<file path="config.mk">
export PLATFORM = sky130hd
export DESIGN_NAME = game_director
export DESIGN_NICKNAME = d
export VERILOG_FILES = /design/src/rtl/game_director.sv
export SDC_FILE = /design/constraint.sdc
export NUM_CORES = 1
export LEC_CHECK = 0
export BUFFER_PORTS_ARGS = -buffer_cell sky130_fd_sc_hd__buf_2
export CAP_MARGIN = 0
export CORE_MARGIN = 10
export CORE_UTILIZATION = 55
export DETAILED_ROUTE_END_ITERATION = 8
export GPL_ROUTABILITY_DRIVEN = 0
export GPL_TIMING_DRIVEN = 0
export PLACE_DENSITY = 0.8
export SLEW_MARGIN = 20
export SYNTH_ARGS = -nofsm -noshare
export SYNTH_HDL_FRONTEND = slang
export SYNTH_SLANG_ARGS = --single-unit
</file>
<file path="constraint.sdc">
create_clock -name Clk -period 5.14 [get_ports Clk]
set_input_delay 1.028 -clock Clk [delete_from_list [all_inputs] [get_ports Clk]]
set_output_delay 1.028 -clock Clk [all_outputs]
set_load 0.1 [all_outputs]
</file>
<file path="src/rtl/game_director.sv">
// Pacman game sequencer: lives, BCD score, freeze level and respawn pulses.
// Optional best-score tracking is built when GAME_DIRECTOR_HISCORE_EN is defined.
module game_director #(
  parameter int unsigned LIVES        = 3,
  parameter int unsigned DEATH_FRAMES = 120,
  parameter int unsigned PELLET_PTS   = 10
) (
  input  logic        Clk,
  input  logic        Reset_n,
  input  logic        frame_clk,
  input  logic        start,
  input  logic        isDefeated,
  input  logic        hasMoved,
  input  logic        pellet_eaten,
  output logic [2:0]  state,
  output logic [2:0]  lives,
  output logic [15:0] score,
  output logic [15:0] hiscore,
  output logic        freeze,
  output logic        respawn,
  output logic        game_over
);

  localparam logic [2:0] StIdle     = 3'd0;
  localparam logic [2:0] StPlay     = 3'd1;
  localparam logic [2:0] StDying    = 3'd2;
  localparam logic [2:0] StRespawn  = 3'd3;
  localparam logic [2:0] StGameOver = 3'd4;

  localparam logic [3:0] PtsOnes   = 4'(PELLET_PTS % 10);
  localparam logic [3:0] PtsTens   = 4'((PELLET_PTS / 10) % 10);
  localparam logic [7:0] LastFrame = 8'(DEATH_FRAMES - 1);
  localparam logic [2:0] LivesInit = 3'(LIVES);

  logic [2:0]  fs_q;
  logic        start_q;
  logic        tick, start_edge;
  logic [2:0]  state_q, state_d;
  logic [2:0]  lives_q, lives_d;
  logic [15:0] score_q, score_d;
  logic [7:0]  cnt_q, cnt_d;
  logic        respawn_q, respawn_d;
  logic        freeze_q, game_over_q;

  // Per-digit BCD add; a carry out of the top digit saturates the score.
  function automatic logic [15:0] bcd_add(input logic [15:0] a);
    logic [15:0] sum;
    logic [4:0]  d;
    logic [3:0]  addend;
    logic        carry;
    sum   = '0;
    carry = 1'b0;
    for (int i = 0; i < 4; i++) begin
      addend = (i == 0) ? PtsOnes : ((i == 1) ? PtsTens : 4'd0);
      d = {1'b0, a[i*4 +: 4]} + {1'b0, addend} + {4'd0, carry};
      if (d > 5'd9) begin
        d     = d - 5'd10;
        carry = 1'b1;
      end else begin
        carry = 1'b0;
      end
      sum[i*4 +: 4] = d[3:0];
    end
    return carry ? 16'h9999 : sum;
  endfunction

  assign tick       = fs_q[1] & ~fs_q[2];
  assign start_edge = start & ~start_q;

  always_comb begin
    state_d   = state_q;
    lives_d   = lives_q;
    score_d   = score_q;
    cnt_d     = cnt_q;
    respawn_d = 1'b0;
    case (state_q)
      StIdle: begin
        if (start_edge) begin
          state_d   = StPlay;
          lives_d   = LivesInit;
          score_d   = '0;
          respawn_d = 1'b1;
        end
      end
      StPlay: begin
        if (pellet_eaten) score_d = bcd_add(score_q);
        if (isDefeated && hasMoved) begin
          state_d = StDying;
          lives_d = (lives_q != 3'd0) ? lives_q - 3'd1 : 3'd0;
          cnt_d   = '0;
        end
      end
      StDying: begin
        if (tick) begin
          if (cnt_q == LastFrame) begin
            state_d   = (lives_q != 3'd0) ? StRespawn : StGameOver;
            respawn_d = (lives_q != 3'd0);
          end else begin
            cnt_d = cnt_q + 8'd1;
          end
        end
      end
      StRespawn: begin
        if (tick && !isDefeated) state_d = StPlay;
      end
      StGameOver: begin
        if (start_edge) state_d = StIdle;
      end
      default: state_d = StIdle;
    endcase
  end

  always_ff @(posedge Clk or negedge Reset_n) begin
    if (!Reset_n) begin
      fs_q        <= '0;
      start_q     <= 1'b0;
      state_q     <= StIdle;
      lives_q     <= '0;
      score_q     <= '0;
      cnt_q       <= '0;
      respawn_q   <= 1'b0;
      freeze_q    <= 1'b1;
      game_over_q <= 1'b0;
    end else begin
      fs_q        <= {fs_q[1:0], frame_clk};
      start_q     <= start;
      state_q     <= state_d;
      lives_q     <= lives_d;
      score_q     <= score_d;
      cnt_q       <= cnt_d;
      respawn_q   <= respawn_d;
      freeze_q    <= (state_d != StPlay);
      game_over_q <= (state_d == StGameOver);
    end
  end

`ifdef GAME_DIRECTOR_HISCORE_EN
  logic [15:0] hiscore_q;

  // BCD digits order the same way as binary, so a plain compare suffices.
  always_ff @(posedge Clk or negedge Reset_n) begin
    if (!Reset_n) begin
      hiscore_q <= '0;
    end else if (state_q == StGameOver && score_q > hiscore_q) begin
      hiscore_q <= score_q;
    end
  end

  assign hiscore = hiscore_q;
`else
  assign hiscore = 16'h0000;
`endif

`ifndef SYNTHESIS
  lives_no_underflow: assert property (@(posedge Clk) disable iff (!Reset_n)
    !(state_q == StPlay && isDefeated && hasMoved && lives_q == 3'd0));
`endif

  assign state     = state_q;
  assign lives     = lives_q;
  assign score     = score_q;
  assign freeze    = freeze_q;
  assign respawn   = respawn_q;
  assign game_over = game_over_q;

endmodule

</file>
==> results.json <==
{
  "netlist_area_mm2": 0.00228,
  "fin_area_mm2": 0.00264,
  "slowest_delay_ps": 400,
  "fin_crit_sh_pct": 88.6,
  "die_w_um": 84.5,
  "critPathBufInv": 4,
  "slew_viol_final": 0,
  "ys.flop_type": "dfrtp_1",
  "post-place-ws_ps": 205,
  "start_kind": "register",
  "antennaDiodeCount": 0,
  "ys_types": 52,
  "final_hold_viol_count": 0,
  "vias": 1946,
  "cts_buffers": 5,
  "relSlewSlack_pct": 45.9,
  "port_buffers": 31,
  "grt_usage_pct": 14.2,
  "path_cells": "o21ai_1 > ha_1 > inv_1 > ha_1 > nor2_1 > a31oi_1 > o22a_1 > ha_1 > ha_1 > inv_1 > nand2_1 > a31oi_1 > a311oi_1 > ha_1 > ha_1 > inv_1 > a21boi_0 > o22ai_1 > clkbuf_2 > nand2_1 > o22ai_1",
  "cts_max_level": 2,
  "die_h_um": 84.5,
  "slowest_stage": "dfrtp_1",
  "path_delay_family": "adder cells",
  "grt_pass1_vias": 1957,
  "clk-insertion-delay-late_ps": 290,
  "ios": 48,
  "max-clock-path-buffers": 2,
  "rsz0062_at_grt": "no",
  "grt_pass1_wl_um": 8690,
  "hold_ws_ps": 353,
  "ys_warn_count": 0,
  "grt_antenna_before_repair": 0,
  "p_leak_nw": 1.30,
  "drt_wl_total_um": 4970,
  "cts_sinks": 37,
  "critical_path_class": "register to register",
  "rrSetupSlack_ps": 580,
  "netlist_instances": 252,
  "placed_cell_area_mm2": 0.00256,
  "fin_tns_setup_ps": 0,
  "cts.clk_slew.worst_paths_ps": 70,
  "async_reset_ff_share_pct": 100,
  "routed_via_density": 5.50,
  "drt-initial-drc-count": 90,
  "status": "finished, final reports clean",
  "crit_path_frequent_cell": "ha_1",
  "hold_class": "register to register",
  "setup_slack_ps": 585,
  "wire_per_inst_um": 14.0,
  "cts_tree": "built",
  "cap_violations": 0,
  "cts_setup_buffers": 0,
  "drive_above_1_share_pct": 21.1,
  "dieArea_mm2": 0.00713,
  "critPathCaptureType": "register",
  "p_per_area_mw_per_mm2": 509,
  "synth_edf_count": 0,
  "arrival_ps": 4760,
  "fin_crit_ps": 4560,
  "worstMarginPinSlew_ps": 812,
  "fmax_mhz": 220,
  "core_area_mm2": 0.00400,
  "crit_start": "score[2]$_DFFE_PN0P_",
  "dr.pass1.iters": 4,
  "seq_area_frac_synth_pct": 40.6,
  "required_ps": 5350,
  "irDropWorstVdd_mv": 0.322,
  "num_rows": 23,
  "area_growth_pct": 15.7,
  "grt_max_degree": 38,
  "ant_nets": 0,
  "drc": 0,
  "synth-seq-cells": 37,
  "setup_violations": 0,
  "globalRouteOverflowTotal": 0,
  "start_util_pct": 57.1,
  "fin_worst_skew_ps": 5.83,
  "nNetsFinal": 321,
  "regToRegStartpoint": "score[2]$_DFFE_PN0P_",
  "synth_area_per_cell_um2": 9.07,
  "cts_root_buffer": "clkbuf_8",
  "dp_hpwl_um": 3760,
  "hold_start": "fs_q[0]$_DFF_PN0_",
  "critPathMaxFanout": 10
}
where the power goes:
group	total, W	internal [W]	switching (W)
combinational	0.000739	0.000170	0.000570
clock	0.000206	0.000106	0.0000993
sequential	0.000401	0.000344	0.0000571
total	0.00135	0.000620	0.000726
registers in the layout, summed over array words and instances (netlist names):
name and cells:
score 16, state 3, cnt_q 8, freeze 1
fs_q 3, game_over 1, lives 3, respawn 1
start_q 1
layout make-up:
cell class              count  area, um^2
repair buffers             31         155
fillers                   363        1360
multi-input cells         188        1190
flip-flops and latches     37         927
well taps                  50        62.6
plain buffers              25         163
clock buffers               7        86.3
inverters                  16        60.1
what timing repair did:
action,4_1_cts,5_1_grt
gates resized for setup,0,3
hold buffers,0,0
endpoints found under the hold margin,0,0
endpoints found under the setup margin,0,13
worst paths after layout:
| path | endpoint | cells after the start |
|---|---|---|
| min reg2reg | fs_q[1]$_DFF_PN0_ | 0 |
| min | fs_q[1]$_DFF_PN0_ | 0 |
| min in group asynchronous | score[11]$_DFFE_PN0P_ | 1 |
| max in group asynchronous | cnt_q[2]$_DFFE_PN0P_ | 1 |
| max reg2reg | score[10]$_DFFE_PN0P_ | 21 |
| max | score[10]$_DFFE_PN0P_ | 21 |
through the flow:
stage	total power, W	std cells	utilization, %
CTS	0.00135	355	66.1
detailed placement	0.00114	348	64.0
floorplan	0.00101	267	-
global route	0.00142	354	66.1
finish	0.00135	354	66.1
global placement	0.00112	348	64.0
logic make-up (layout without fill, tap and decap cells):
kind of cell / Yosys count / in the layout / share of synthesized area (%)
and+or+nand+nor: 79 / 79 / 18.1
AOI/OAI and AO/OA: 72 / 72 / 21.5
buffers and inverters: 42 / 79 / 9.86
DFF: 37 / 37 / 40.6
adders and majority gates: 10 / 10 / 5.48
xor gates and xnor gates: 9 / 9 / 3.45
muxes: 2 / 2 / 0.931
other: 1 / 16 / 0.164
cells in the final DEF, fill, tap and decap left out, drive strengths merged, types with 4 or more instances in the layout:
master	instances
buf	48
dfrtp	36
nand2	20
o21ai	20
nor2	18
inv	16
conb	16
clkbuf	15
a21oi	11
ha	10
nor2b	7
a31oi	7
xnor2	5
o21a	5
o211ai	5
o22ai	5
nand3	5
and2	4
xor2	4
and3	4
synth_stat cells, types with 3 or more instances:
library cell,count,area share [%]
clkbuf_1,9,1.5
buf_4,16,5.3
nand2_1,20,3.3
nand2b_1,3,0.82
nand3_1,5,1.1
a31oi_1,6,1.6
nor2b_1,7,1.9
and3_1,3,0.82
o211ai_1,5,1.6
or3_1,3,0.82
o22ai_1,5,1.4
xnor2_1,5,1.9
inv_1,16,2.6
nor3b_1,3,0.99
o21a_1,5,1.6
nor2_1,18,3.0
and2_1,4,1.1
dfrtp_1,36,39
xor2_1,4,1.5
ha_1,10,5.5
a21oi_1,11,2.4
o21ai_0,20,4.4
nand3b_1,3,0.99
per-layer routing:
| metal | global-route usage (%) | vias to the layer above | share of wire [%] |
|---|---|---|---|
| met5 | 0 | - | 0 |
| met4 | 5.09 | 0 | 1.3 |
| met3 | 5.12 | 6 | 5.9 |
| met2 | 24.5 | 41 | 49 |
| met1 | 15.8 | 929 | 43 |
| li1 | - | 970 | - |
worst register-to-register path, cell delays in order (launching register included):
cell and delay [ps]:
dfrtp_1 400, o21ai_1 270, ha_1 240, inv_1 50, ha_1 340, nor2_1 110
a31oi_1 50, o22a_1 230, ha_1 230, ha_1 390, inv_1 130, nand2_1 100
a31oi_1 90, a311oi_1 270, ha_1 220, ha_1 220, inv_1 80, a21boi_0 80
o22ai_1 280, clkbuf_2 290, nand2_1 170, o22ai_1 240
No activity file was read; power rests on OpenSTA's default activity.
